### config.mk
export PLATFORM = sky130hd
export DESIGN_NAME = ps2_scan_decode
export DESIGN_NICKNAME = d
export VERILOG_FILES = /design/src/rtl/ps2_scan_decode.sv
export SDC_FILE = /design/constraint.sdc
export NUM_CORES = 1
export LEC_CHECK = 0
export ABC_AREA = 1
export CAP_MARGIN = 25
export CELL_PAD_IN_SITES_DETAIL_PLACEMENT = 1
export CELL_PAD_IN_SITES_GLOBAL_PLACEMENT = 1
export CORE_MARGIN = 5
export CORE_UTILIZATION = 31
export DETAILED_ROUTE_END_ITERATION = 10
export PLACE_DENSITY = 0.76
export SYNTH_ARGS = -nofsm -noshare
export SYNTH_HDL_FRONTEND = slang
export SYNTH_SLANG_ARGS = --single-unit
### constraint.sdc
create_clock -name clk50 -period 1.83 [get_ports clk50]
set_input_delay 0.366 -clock clk50 [delete_from_list [all_inputs] [get_ports clk50]]
set_output_delay 0.366 -clock clk50 [all_outputs]
set_load 0.1 [all_outputs]
### src/rtl/ps2_scan_decode.sv
// ps2_scan_decode
//   Turns the raw PS/2 set-2 scan byte stream into key events for the
//   key-code translator. It tracks the E0/F0/E1 prefixes and the Shift,
//   Ctrl and Caps Lock modifiers. For every non-modifier make it presents
//   the make code together with a one-cycle en strobe.
//
// Ports
//   clk50     system clock, rising edge
//   reset     synchronous active-high reset
//   rx_data   scan byte from the PS/2 receiver
//   rx_valid  one-cycle strobe qualifying rx_data
//   code_ps2  last make code, {8'h00,b} plain or {8'hE0,b} extended
//   en        one-cycle strobe: sample code_ps2/ctrl/shift/ruslat
//   ctrl      either Ctrl held
//   shift     either Shift held
//   ruslat    Russian/Latin layout flag, toggled by Caps Lock
module ps2_scan_decode #(
    parameter int TIMEOUT_CYCLES = 50000
) (
    input  logic        clk50,
    input  logic        reset,
    input  logic [7:0]  rx_data,
    input  logic        rx_valid,
    output logic [15:0] code_ps2,
    output logic        en,
    output logic        ctrl,
    output logic        shift,
    output logic        ruslat
);

    localparam int TW = (TIMEOUT_CYCLES > 1) ? $clog2(TIMEOUT_CYCLES) : 1;

    typedef enum logic [2:0] {IDLE, EXT, BRK, EXTBRK, PAUSE} state_t;

    state_t        state;
    state_t        cur;
    logic [TW-1:0] tcnt;
    logic [2:0]    skip;
    logic          lshift_held, rshift_held, lctrl_held, rctrl_held, caps_held;
    logic          timeout_hit;
    logic          key_done, key_ext, key_brk;

    // The timeout cycle itself behaves as IDLE, so a byte arriving on
    // that cycle starts a fresh sequence instead of being lost.
    assign timeout_hit = (state != IDLE) && (tcnt == TW'(TIMEOUT_CYCLES - 1));

    always_comb begin
        cur = timeout_hit ? IDLE : state;
    end

    // A byte completes a key event when it is not a prefix (and, in IDLE,
    // not one of the controller status/ack bytes).
    always_comb begin
        key_done = 1'b0;
        key_ext  = 1'b0;
        key_brk  = 1'b0;
        if (rx_valid) begin
            case (cur)
                IDLE:    key_done = !(rx_data inside {8'hE0, 8'hF0, 8'hE1, 8'hFA,
                                                      8'hAA, 8'hEE, 8'hFE, 8'h00, 8'hFF});
                EXT: begin
                    key_done = (rx_data != 8'hF0);
                    key_ext  = 1'b1;
                end
                BRK: begin
                    key_done = 1'b1;
                    key_brk  = 1'b1;
                end
                EXTBRK: begin
                    key_done = 1'b1;
                    key_ext  = 1'b1;
                    key_brk  = 1'b1;
                end
                default: key_done = 1'b0;
            endcase
        end
    end

    always_ff @(posedge clk50) begin
        if (reset) begin
            state       <= IDLE;
            tcnt        <= '0;
            skip        <= '0;
            code_ps2    <= '0;
            en          <= 1'b0;
            ruslat      <= 1'b0;
            lshift_held <= 1'b0;
            rshift_held <= 1'b0;
            lctrl_held  <= 1'b0;
            rctrl_held  <= 1'b0;
            caps_held   <= 1'b0;
        end else begin
            en <= 1'b0;

            // Sequence tracking and inter-byte timeout.
            if (rx_valid) begin
                tcnt <= '0;
                case (cur)
                    IDLE: begin
                        if (rx_data == 8'hE0)      state <= EXT;
                        else if (rx_data == 8'hF0) state <= BRK;
                        else if (rx_data == 8'hE1) begin
                            state <= PAUSE;
                            skip  <= 3'd7;
                        end else                   state <= IDLE;
                    end
                    EXT:         state <= (rx_data == 8'hF0) ? EXTBRK : IDLE;
                    BRK, EXTBRK: state <= IDLE;
                    PAUSE: begin
                        skip <= skip - 3'd1;
                        if (skip <= 3'd1) state <= IDLE;
                    end
                    default:     state <= IDLE;
                endcase
            end else if (timeout_hit) begin
                state <= IDLE;
                tcnt  <= '0;
            end else if (state != IDLE) begin
                tcnt <= tcnt + 1'b1;
            end

            // Key event handling. Extended 12/59/7C are the fake shifts the
            // keyboard wraps around some keys; they carry no information.
            if (key_done) begin
                if (key_ext && (rx_data inside {8'h12, 8'h59, 8'h7C})) begin
                    // dropped
                end else if (!key_ext && rx_data == 8'h12) begin
                    lshift_held <= !key_brk;
                end else if (!key_ext && rx_data == 8'h59) begin
                    rshift_held <= !key_brk;
                end else if (!key_ext && rx_data == 8'h14) begin
                    lctrl_held  <= !key_brk;
                end else if (key_ext && rx_data == 8'h14) begin
                    rctrl_held  <= !key_brk;
                end else if (!key_ext && rx_data == 8'h58) begin
                    // Toggle once per physical press; typematic repeats
                    // arrive while caps_held is still set.
                    if (!key_brk) begin
                        if (!caps_held) ruslat <= ~ruslat;
                        caps_held <= 1'b1;
                    end else begin
                        caps_held <= 1'b0;
                    end
                end else if (!key_brk) begin
                    code_ps2 <= {(key_ext ? 8'hE0 : 8'h00), rx_data};
                    en       <= 1'b1;
                end
            end
        end
    end

    // Modifier flags only change on modifier bytes, which never raise en,
    // so on an en cycle these still show the state before the key byte.
    assign shift = lshift_held | rshift_held;
    assign ctrl  = lctrl_held  | rctrl_held;

endmodule

==> results.yml <==
critical_path:
  crit_path_launch_type: "register"
  cp_slowest_stage_delay_ps: 360
  rr_worst_depth: 12
  timing.critical_path.max_delay_family: "simple AND/OR/NAND/NOR gates"
  critical_path_cell_count: 12
  cp.buffers_inverters: 1
  kind_of_end_point_of_the_critical_path: "register"
  timing.critical_path.fanout_max: 10
  critical_path.cell_chain: "ha_4 > nand3_4 > a21oi_4 > nand3_4 > nand3_2 > nor2_1 > nand2_2 > nand2_4 > nor2_4 > clkbuf_16 > a21oi_1 > nor2_1"
  crit_slowest_cell: "dfxtp_2"
  ws_path_type: "reg -> reg"
  crit_required_ps: 2070
  critical_path_arrival_ps: 2190
global_routing:
  antenna_found_initial: 0
  grt_pass1_vias: 2591
  grt_first_pass_wirelength_um: 11500
  grt-ovfl-total: 0
  global_route.usage.total_pct: 15.8
  grt_max_degree: 22
route:
  detailedRoute.firstPassIterationCount: 4
  wirelength_um: 7450
  detail_route.iter0.violations: 64
  route.detailed.drc: 0
  avgRoutedWirePerCell_um: 14.4
  route.antenna.remaining_nets: 0
  route.detailed.vias_per_inst: 4.81
  vias: 2492
placed_design:
  post_dp_cell_area_um2: 3130
  place_inst: 497
  place_worst_setup_slack_ps: -486
  dp_hpwl_um: 5240
  globalplace.congestion: 0.845
  io_buffers: 25
final_layout:
  drive_gt1_share_pct: 38.7
  num_antenna_cells: 0
  layout.filler_cells: 925
  num-nets-final: 432
  fin_area_um2: 3560
  regArea_um2: 768
  multi_input_comb_area_um2: 1460
  layout.cells.non_filler: 518
  p_r_area_growth_vs_syn_pct: 55.5
timing:
  clock-skew-final_ps: 3.00
  timing.final.max_slew_violations: 0
  fin_worst_hold_slack_ps: 480
  finalCritPeriodShare_pct: 107
  unrepaired_setup_endpoints_after_global_routing: "true"
  final.min_clock_period_ps: 1960
  finalHoldViolCount: 0
  worst_slack_ps: -128
  final.setup.tns_ps: -953
  max_freq_ghz: 0.511
  final-setup-viol-count: 12
pwr:
  power_report.internal_total_uw: 1320
  switching_power_uw: 666
  seq_power_share_pct: 43.5
  power_density_normalized_to_cell_area_nw_per_um2: 558
  leakagePower_uw: 0.00154
  worst_ir_drop_vdd_mv: 0.273
  clock_group_share_of_total_power_pct: 31.7
  comb_power_share_pct: 24.8
  sw_frac_of_total_pct: 33.5
logic_synthesis:
  synth_most_common_cell: "nand2_1"
  synth_cell_type_count: 40
  post_synth_main_area_contributors: "dfxtp_1, nand2_1, nor2_1"
  synth_area_leader_cell: "dfxtp_1"
  postSynthAreaPerCell_um2: 6.94
  synth_top_area_share_pct: 33.2
  ys.flop_type: "dfxtp_1"
  syn-cell-area_um2: 2290
  yosysSeqAreaShare_pct: 33.2
  postSynthRegisterBits: 38
  count_of_flip_flops_with_a_built_in_enable_after_synthesis: 0
  synth_warnings: 0
  synth_top_cells_by_count: "nand2_1, nor2_1, inv_1"
  synth-async-reset-ratio_pct: 0
  synthCells: 330
clock_tree:
  cts_hold_buf: 0
  insertion_delay_ps: 300
  total_clock_buffers_created_by_cts: 5
  tritoncts_num_sinks: 38
  tritoncts: "yes"
  htreeDepth: 2
  clk_transition_reported_paths_ps: 80
  root_buffer: "clkbuf_8"
  bufs_on_longest_clock_path: 2
hold_path:
  whs_path_depth: 2
  min-delay-path-class: "reg -> reg"
floorplanning:
  start_util_pct: 31.8
  die_h_um: 96.0
  dieWidth_um: 96.0
  placementRows: 31
  design.core.area_um2: 7210
  pin_count: 31
  die_area_um2: 9210
outcome:
  failed_checks: "negative setup slack"
  status: "finished with violations"
flow_run:
  max_cap_violations: 0
through the flow:
step	utilization [%]	power, µW
after floorplan	-	1170
after global placement	43.3	1330
after detailed placement	43.3	1340
after CTS	45.6	1980
after global routing	49.4	2080
final	49.4	1990
final cells by class:
type,count,share of cell area [%]
Sequential cell,38,21.6
Tap cell,99,3.48
Inverter,46,4.92
Timing Repair Buffer,90,26.3
Clock buffer,6,2.32
Multi-Input combinational cell,237,41.1
Clock inverter,2,0.351
flip-flops by register name, indices dropped and copies added (netlist names):
| signal | flops |
|---|---|
| skip | 3 |
| caps_held | 1 |
| lshift_held | 1 |
| rctrl_held | 1 |
| en | 1 |
| ruslat | 1 |
| tcnt | 16 |
| rshift_held | 1 |
| code_ps2 | 9 |
| state | 3 |
| lctrl_held | 1 |
metal layers:
layer | GRT usage (%) | wire length [µm] | up-vias
met3 | 2.74 | 220 | 11
met5 | 0 | 0 | -
met4 | 6.04 | 153 | 0
li1 | - | - | 1236
met2 | 31.8 | 4350 | 36
met1 | 15.8 | 2730 | 1209
tightest hold or removal path: stages (launching register included):
cell and delay (ps):
dfxtp_2 330, nand2_1 60, a21oi_1 50
cells in the final DEF, fill, tap and decap left out, types with 3 or more instances in the layout:
cell | netlist | layout
dfxtp_2 | 0 | 6
dfxtp_1 | 38 | 32
conb_1 | 1 | 5
nor3_1 | 4 | 3
dlygate4sd2_1 | 0 | 6
a21oi_1 | 25 | 23
nand4_1 | 12 | 12
clkbuf_8 | 0 | 6
buf_12 | 0 | 16
nand2_4 | 1 | 7
nand2_2 | 6 | 9
nand2_1 | 62 | 53
buf_4 | 8 | 61
nor2_4 | 2 | 5
xnor2_1 | 3 | 3
inv_1 | 42 | 38
nor2_2 | 2 | 9
xor2_1 | 5 | 5
or2_2 | 4 | 4
nand3_2 | 3 | 4
a21oi_2 | 2 | 4
nand3_1 | 29 | 26
inv_2 | 3 | 7
nand3_4 | 2 | 4
nor2_1 | 46 | 36
o21ai_1 | 1 | 4
power by group through the flow:
stage          Sequential [µW]  Clock, µW  Combinational (µW)
6_report                   865        631                 493
4_1_cts                    865        656                 461
5_1_grt                    867        693                 518
2_1_floorplan              995          0                 173
3_5_place_dp               884          0                 458
3_3_place_gp               882          0                 450
kinds of logic (layout without fill, tap and decap cells):
family	Yosys count	count (layout)	share of synthesized area (%)
AOI/OAI and AO/OA	39	39	9.94
DFF	38	38	33.2
and+or+nand+nor	182	182	39.7
buffers and inverters	59	144	12.3
other	1	5	0.164
adders and majority gates	3	3	1.64
xor gates and xnor gates	8	8	3.06
worst paths after layout:
check	from	end	slack, ps
min reg2reg	tcnt[9]$_SDFFE_PP0P_	tcnt[9]$_SDFFE_PP0P_	480
max	tcnt[1]$_SDFFE_PP0P_	code_ps2[0]$_SDFFE_PP0P_	-130
min	tcnt[9]$_SDFFE_PP0P_	tcnt[9]$_SDFFE_PP0P_	480
max reg2reg	tcnt[1]$_SDFFE_PP0P_	code_ps2[0]$_SDFFE_PP0P_	-130
what timing repair did:
item                                    4_1_cts  5_1_grt
setup buffers                                 2        9
endpoints found under the hold margin         0        0
cloned                                        0        2
endpoints found under the setup margin       21       23
pin swaps                                     7       12
resized for setup                            23       46
No activity file was read; power rests on OpenSTA's default activity.
